File: src/rtl/alu_pipe.sv
// alu_pipe: two-stage pipelined MIC-1 ALU with a post-ALU shifter, carry and
// illegal-code flags, valid/ready handshakes and architectural N/Z flags.
module alu_pipe #(
  parameter int unsigned WIDTH        = 32,
  parameter logic [31:0] ILLEGAL_FILL = 32'hABCABCAB
) (
  input  logic             CLK,
  input  logic             RST,
  input  logic             IN_VALID,
  output logic             IN_READY,
  input  logic [WIDTH-1:0] A,
  input  logic [WIDTH-1:0] B,
  input  logic             F0,
  input  logic             F1,
  input  logic             ENA,
  input  logic             ENB,
  input  logic             INVA,
  input  logic             INC,
  input  logic             SLL8,
  input  logic             SRA1,
  output logic             OUT_VALID,
  input  logic             OUT_READY,
  output logic [WIDTH-1:0] C_OUT,
  output logic             N,
  output logic             Z,
  output logic             CARRY,
  output logic             ERR,
  output logic             FLAG_N,
  output logic             FLAG_Z
);

  localparam logic [WIDTH-1:0] FILL = WIDTH'(ILLEGAL_FILL);

  typedef struct packed {
    logic [WIDTH-1:0] res;
    logic             n;
    logic             z;
    logic             carry;
    logic             ill;
    logic             sll8;
    logic             sra1;
  } s1_t;

  typedef struct packed {
    logic [WIDTH-1:0] res;
    logic             n;
    logic             z;
    logic             carry;
    logic             err;
  } s2_t;

  logic [5:0]       code_s;
  logic [WIDTH-1:0] x_s;
  logic [WIDTH-1:0] y_s;
  logic [WIDTH:0]   sum_s;
  logic [WIDTH-1:0] alu_s;
  logic             carry_s;
  logic             ill_s;
  logic [WIDTH-1:0] shift_s;
  logic             shift_err_s;
  logic             s2_adv_s;
  logic             in_xfer_s;
  logic             out_xfer_s;
  logic             s2_load_s;

  logic s1_valid_q, s1_valid_d;
  logic s2_valid_q, s2_valid_d;
  s1_t  s1_q, s1_d;
  s2_t  s2_q, s2_d;
  logic flag_n_q, flag_n_d;
  logic flag_z_q, flag_z_d;

  assign code_s = {F0, F1, ENA, ENB, INVA, INC};

  // Shared adder: X + Y + INC, with the carry out kept in the top bit.
  always_comb begin
    x_s   = ENA ? (INVA ? ~A : A) : (INVA ? {WIDTH{1'b1}} : {WIDTH{1'b0}});
    y_s   = ENB ? B : {WIDTH{1'b0}};
    sum_s = {1'b0, x_s} + {1'b0, y_s} + {{WIDTH{1'b0}}, INC};
  end

  // Function decode; only the listed codes are legal, everything else fills.
  always_comb begin
    alu_s   = FILL;
    carry_s = 1'b0;
    ill_s   = 1'b0;
    case (code_s)
      6'b011000: alu_s = A;
      6'b010100: alu_s = B;
      6'b011010: alu_s = ~A;
      6'b101100: alu_s = ~B;
      6'b001100: alu_s = A & B;
      6'b011100: alu_s = A | B;
      6'b010000: alu_s = {WIDTH{1'b0}};
      6'b111100, 6'b111101, 6'b111001, 6'b110101, 6'b111111,
      6'b110110, 6'b111011, 6'b110001, 6'b110010: begin
        alu_s   = sum_s[WIDTH-1:0];
        carry_s = sum_s[WIDTH];
      end
      default: ill_s = 1'b1;
    endcase
  end

  // Stage-2 shifter; both controls together pass through and flag an error.
  always_comb begin
    shift_s     = s1_q.res;
    shift_err_s = 1'b0;
    case ({s1_q.sll8, s1_q.sra1})
      2'b10:   shift_s = s1_q.res << 4'd8;
      2'b01:   shift_s = {s1_q.res[WIDTH-1], s1_q.res[WIDTH-1:1]};
      2'b11:   shift_err_s = 1'b1;
      default: shift_s = s1_q.res;
    endcase
  end

  assign s2_adv_s   = ~s2_valid_q | OUT_READY;
  assign IN_READY   = ~s1_valid_q | s2_adv_s;
  assign in_xfer_s  = IN_VALID & IN_READY;
  assign out_xfer_s = s2_valid_q & OUT_READY;
  assign s2_load_s  = s2_adv_s & s1_valid_q;

  // Next-state for both stages and the architectural flags; stalls hold.
  always_comb begin
    s1_valid_d = IN_READY ? IN_VALID : s1_valid_q;
    s2_valid_d = s2_adv_s ? s1_valid_q : s2_valid_q;
    s1_d       = s1_q;
    s2_d       = s2_q;
    if (in_xfer_s) begin
      s1_d.res   = alu_s;
      s1_d.n     = alu_s[WIDTH-1];
      s1_d.z     = (alu_s == {WIDTH{1'b0}});
      s1_d.carry = carry_s;
      s1_d.ill   = ill_s;
      s1_d.sll8  = SLL8;
      s1_d.sra1  = SRA1;
    end else begin
      s1_d = s1_q;
    end
    if (s2_load_s) begin
      s2_d.res   = shift_s;
      s2_d.n     = s1_q.n;
      s2_d.z     = s1_q.z;
      s2_d.carry = s1_q.carry;
      s2_d.err   = s1_q.ill | shift_err_s;
    end else begin
      s2_d = s2_q;
    end
    flag_n_d = out_xfer_s ? s2_q.n : flag_n_q;
    flag_z_d = out_xfer_s ? s2_q.z : flag_z_q;
  end

  // Pipeline and flag registers.
  always_ff @(posedge CLK or posedge RST) begin
    if (RST) begin
      s1_valid_q <= 1'b0;
      s2_valid_q <= 1'b0;
      s1_q       <= {$bits(s1_t){1'b0}};
      s2_q       <= {$bits(s2_t){1'b0}};
      flag_n_q   <= 1'b0;
      flag_z_q   <= 1'b0;
    end else begin
      s1_valid_q <= s1_valid_d;
      s2_valid_q <= s2_valid_d;
      s1_q       <= s1_d;
      s2_q       <= s2_d;
      flag_n_q   <= flag_n_d;
      flag_z_q   <= flag_z_d;
    end
  end

  assign OUT_VALID = s2_valid_q;
  assign C_OUT     = s2_q.res;
  assign N         = s2_q.n;
  assign Z         = s2_q.z;
  assign CARRY     = s2_q.carry;
  assign ERR       = s2_q.err;
  assign FLAG_N    = flag_n_q;
  assign FLAG_Z    = flag_z_q;

endmodule

File: config.mk
export PLATFORM = sky130hd
export DESIGN_NAME = alu_pipe
export DESIGN_NICKNAME = d
export VERILOG_FILES = /design/src/rtl/alu_pipe.sv
export SDC_FILE = /design/constraint.sdc
export NUM_CORES = 1
export LEC_CHECK = 0
export BUFFER_PORTS_ARGS = -buffer_cell sky130_fd_sc_hd__buf_2
export CORE_UTILIZATION = 50
export CTS_BUF_LIST = sky130_fd_sc_hd__clkbuf_4
export DETAILED_ROUTE_END_ITERATION = 8
export PLACE_DENSITY = 0.74
export SLEW_MARGIN = 5
export SYNTH_ARGS = -nofsm -noshare
export SYNTH_HDL_FRONTEND = slang
export SYNTH_SLANG_ARGS = --single-unit
export TNS_END_PERCENT = 50
File: constraint.sdc
create_clock -name CLK -period 3.7 [get_ports CLK]
set_clock_uncertainty 0.2 [all_clocks]
set_input_delay 0.37 -clock CLK [delete_from_list [all_inputs] [get_ports CLK]]
set_output_delay 0.37 -clock CLK [all_outputs]
set_load 0.02 [all_outputs]
* Word level (Yosys, flattened, before mapping)
Index checks and enable logic that the tools add are counted.
** Word-level totals
- Register bits :: 78
- Input port bits :: 76
- Output and inout port bits :: 40
- Word-level logic and storage cells :: 61
** Operators by class
- Add/sub/neg operators :: 2
- Eq/ne operators :: 19
- Mux-type cells :: 9
- Bitwise operators :: 12
- Reduce and logical (&&, ||, !) cells :: 3
** Operators with widths (number)
- case mux 32 bit (8 select lines) :: 1
- two-way mux 32 bit :: 4
- NOT 32 bit :: 2
- case mux 32 bit (2 select lines) :: 1
- equality test 6 bit (second input constant) :: 10
- adder 32 x 32 -> 33 bit :: 1
- adder 33 x 1 -> 33 bit :: 1
- bitwise AND 32 bit :: 1
- logical NOT 32 bit :: 1
- bitwise OR 32 bit :: 1
- equality test 6 x 5 -> 1 bit (second input constant) :: 5
- OR reduction 16 bit :: 1
- OR reduction 9 bit :: 1
- equality test 6 x 4 -> 1 bit (second input constant) :: 1
- equality test 2 bit (second input constant) :: 2
- bitwise AND 1 bit :: 3
- two-way mux 1 bit :: 3
- bitwise OR 1 bit :: 3
- equality test 2 x 1 -> 1 bit (second input constant) :: 1
- NOT 1 bit :: 2

* Longest topological paths before layout
- Depth after elaboration :: 7
- Depth in mapped cells :: 17
- Gate-level depth less buffers :: 15

* Least setup slack after synthesis
Ideal clock, no wire load.
- Path kind :: input-to-reg
- Start point :: in ENA
- End point :: reg s1_q[4] in the netlist's numbering
- Setup time :: 0.066 ns
- Data arrival time :: 3.527 ns
- Data required time :: 3.434 ns
- Path slack :: -0.093 ns
- Cell stages on the path :: 17
- Path buffers :: 2
- Cells stage by stage :: buf_2 buf_1 nand2_1 xnor2_1 fa_1 inv_1 fa_1 a211oi_1 o21ai_0 nand3_1 a211oi_2 o221ai_2 o211ai_2 mux2i_1 a2111oi_0 nand4_1 nand2_1
** Between the ends
- Word-level cells in the longest chain between the ends :: 5
- Elaborated cells on any way between the ends :: 22
- Classes of those cells :: 2 x add/sub; 16 x eq/ne; 2 x mux; 2 x reduce/logical
** Ends and longest elaborated chain
- from (decl) :: RTL line 15 : input logic ENA,
- two-way mux 32 bit :: RTL line 77 : x_s = ENA ? (INVA ? ~A : A) : (INVA ? {WIDTH{1'b1}} : {WIDTH{1'b0}});
- adder 32 x 32 -> 33 bit :: RTL line 79 : sum_s = {1'b0, x_s} + {1'b0, y_s} + {{WIDTH{1'b0}}, INC};
- adder 33 x 1 -> 33 bit :: RTL line 79
- case mux 32 bit (8 select lines) (*) :: RTL line 87 : case (code_s)
- logical NOT 32 bit (*) :: RTL line 131 : s1_d.z = (alu_s == {WIDTH{1'b0}});
- to (signal assigned) :: RTL line 157 : s1_q <= {$bits(s1_t){1'b0}};
- to (decl) :: RTL line 68 : s1_t s1_q, s1_d;
Every way passes the cells marked *; elsewhere a longest branch is shown, timed or not.
A chain may end at the register's enable or synchronous reset.

* Worst setup path in the final report
- Start point :: in INVA
- End point :: reg s1_q[4] in the netlist's numbering
** Between the ends
- Word-level cells in the longest chain between the ends :: 6
- Elaborated cells on any way between the ends :: 24
- Classes of those cells :: 2 x add/sub; 16 x eq/ne; 4 x mux; 2 x reduce/logical
** Ends and longest elaborated chain
- from (decl) :: RTL line 17 : input logic INVA,
- two-way mux 32 bit (2 in series) :: RTL line 77
- adder 32 x 32 -> 33 bit :: RTL line 79
- adder 33 x 1 -> 33 bit :: RTL line 79
- case mux 32 bit (8 select lines) (*) :: RTL line 87
- logical NOT 32 bit (*) :: RTL line 131
Marks and branches as above.

==> flow_summary.toml <==
[synth]
avgSynthCellArea_um2 = 7.40
synth_largest_area_cell = "dfrtp_1"
yosysSeqAreaShare_pct = 24.7
syn_area_mm2 = 0.00779
synth_compound_area_share_pct = 31.0
netlist_instances = 1053
yosysTopAreaCellShare_pct = 24.7
ys_warn_count = 0
synth_xor_area_share_pct = 5.62
yosys-top-cells-area = "dfrtp_1 25%, nand2_1 8.0%, a21oi_1 6.5%"
synth.mux.area_fraction_pct = 2.39
synth_ff_type = "dfrtp_1"
synth_top_family_by_area = "compound AO/OA/AOI/OAI gates"
syn_nets = 1165
async_flop_share_pct = 100
ys_ff_latch = 77
synth-simple-area-share_pct = 24.8
synth_edf_count = 0
synthAdderAreaFrac_pct = 5.97
ys_types = 82

[sta]
setup_tns_ns = 0
max_clock_freq_mhz = 289
maxSlewViolCount = 0
slew-limit-headroom_pct = 36.6
min_period_ns = 3.46
hold_viol = 0
worst_pin_slew_ns = 0.951
finalSetupViolCount = 0
fin_crit_sh_pct = 93.4

[routing]
wire_per_inst_um = 18.5
wirelength_mm = 27.3
dr.pass1.iters = 5
routed_via_density = 6.15
vias = 9058
postRouteAntennaNets = 0
drc_errors = 0
first_iter_violations = 742

[placement]
dpl.hpwl_mm = 21.9
gp_congestion = 1.03
port-buffer-count = 115
place_inst = 1452

[worst_setup_path]
cp.arrival_ns = 3.63
crit_path_frequent_cell = "buf_4"
worstPathRequired_ns = 3.87
reg2regPathDepth = 10
slowest_delay_ns = 0.51
cpMaxStageDelayCell = "a2111oi_0"
start_kind = "input pin"
cp_cell_sequence = "buf_2, buf_4, buf_12, xnor2_1, ha_1, a21oi_1, o211ai_1, a21boi_1, buf_4, nand2_1, xor2_1, a2111oi_0, buf_4, nand4_1, nor4_1, nand4_1, nand2_1"
crit_fanout = 16
worst_setup_path_end_kind = "register"
r2r_setup_slack_ns = 1.19
reg2reg_to = "s1_q[4]$_DFFE_PP0P_"
path_class = "in -> reg"
r2r_start = "OUT_VALID$_DFFE_PP0P_"

[worst_hold_path]
min-delay-start = "OUT_READY"
min_to = "OUT_VALID$_DFFE_PP0P_"
hold_path.class = "in -> reg"
worstHoldPathCells = 3

[run]
cap_violations = 0

[cts]
cts_tree = "built"
cts_buffers = 9
clock-sinks = 77
clk_latency_ns = 0.43
cts_root_buf = "clkbuf_4"
cts_htree_levels = 3
clockBufferDepth = 2
clkTransAtPathRegs_ns = 0.12

[final_layout]
antennaDiodeCount = 0
final_util_pct = 64.4
fillers = 1405
drive_above_1_share_pct = 26.7
area_growth_pct = 25.7
layout.nets = 1392
final_common_cell = "buf_4"
most-common-layout-cells = "168 x buf_4, 166 x nand2_1, 115 x buf_2"
final-instance-count-excl-fill = 1473

[global_route]
grt_pass1_wl_mm = 43.5
gr-total-overflow = 0
grt_start_max_net_pins = 54
track_usage_pct = 34.4
grt_pass1_vias = 8329
antenna_found_initial = 0

[status]
outcome = "complete, no violations"

[power]
peakVddDrop_v = 0.000183
p_per_area_mw_per_mm2 = 343
power_leakage_uw = 0.00449
power_uw = 3360

[floorplan]
start_util_pct = 51.2
die_h_um = 127
core_mm2 = 0.0152
die_w_um = 127
fp-row-count = 45
ios = 116
die_area_mm2 = 0.0161
[cells by family after synthesis]
kind of cell | count (synthesis)
simple gates | 401
compound gates | 373
buf+inv | 99
flops | 77
xor+xnor | 50
fa+ha+maj | 36
mux | 17
[cells in the mapped netlist (all sizes together), types with 6 or more instances]
cell	count
a2111oi	9
a211oi	15
a21o	9
a21oi	103
a221oi	6
a22oi	39
a31oi	12
and2	37
buf	37
clkbuf	38
dfrtp	77
ha	34
inv	24
mux2	13
nand2	169
nand2b	14
nand3	27
nand4	14
nor2	75
nor2b	8
nor3	18
o2111ai	7
o211ai	14
o21a	8
o21ai	96
o22ai	7
or3	7
xnor2	40
xor2	10
[report_power, final]
group,internal [uW],switching [uW],total [uW]
clock,202,278,480
combinational,734,991,1720
sequential,1020,137,1150
[flip-flops by register name, summed over array words and instances, names as in the netlist]
signal	count
N	1
C_OUT	32
Z	1
s1_q	37
s1_valid_q	1
FLAG_Z	1
CARRY	1
FLAG_N	1
ERR	1
OUT_VALID	1
[area by class of cell]
class / instances / area, um2 / share of cell area (%)
multi-input cells: 877 / 5450 / 55.6
repair buffers: 291 / 1960 / 20.0
flip-flops and latches: 77 / 1930 / 19.7
well taps: 188 / 235 / 2.40
inverters: 24 / 90.1 / 0.920
clock buffers: 9 / 67.6 / 0.690
clock inverters: 7 / 66.3 / 0.677
[metal layers]
| layer | track usage [%] | vias to the layer above | wire, um |
|---|---|---|---|
| met5 | 0 | - | 0 |
| met3 | 4.89 | 80 | 2240 |
| met2 | 55.1 | 471 | 12100 |
| li1 | - | 4310 | - |
| met4 | 16.2 | 0 | 1190 |
| met1 | 45.8 | 4197 | 11700 |
[how the worst max path moves through the flow]
| stage | from | cells past startpoint | end | slack, ns |
|---|---|---|---|---|
| floorplan | INVA | 14 | s1_q[4]$_DFFE_PP0P_ | 0.01 |
| finish | INVA | 17 | s1_q[4]$_DFFE_PP0P_ | 0.24 |
| detailed placement | INVA | 17 | s1_q[4]$_DFFE_PP0P_ | -0.25 |
| CTS | INVA | 17 | s1_q[4]$_DFFE_PP0P_ | 0.19 |
| global route | ENA | 17 | s1_q[4]$_DFFE_PP0P_ | -0.005 |
| global placement | INVA | 17 | s1_q[4]$_DFFE_PP0P_ | -0.23 |
[critical path: cells and delay by family]
family	cells	cell delay, ns
xor gates and xnor gates	2	0.29
and+or+nand+nor	5	0.62
AOI/OAI and AO/OA	4	1.12
adders and majority gates	1	0.29
buffers and inverters	5	0.92
[stage by stage]
stage               hold slack, ns  area (um2)  setup WS, ns
detailed placement           0.223        9600        -0.255
finish                      0.0547        9790         0.244
CTS                         0.0341        9780         0.194
global placement             0.223        9600        -0.227
global route                0.0565        9790      -0.00505
floorplan                    0.235        7790        0.0143
[repair_timing]
| item | 4_1_cts | 5_1_grt |
|---|---|---|
| hold buffers | 4 | 0 |
| setup buffers | 0 | 1 |
| endpoints found under the hold margin | 27 | 0 |
| gates resized for setup | 0 | 2 |
| endpoints found under the setup margin | 0 | 1 |
(Power assumes the default switching activity.)
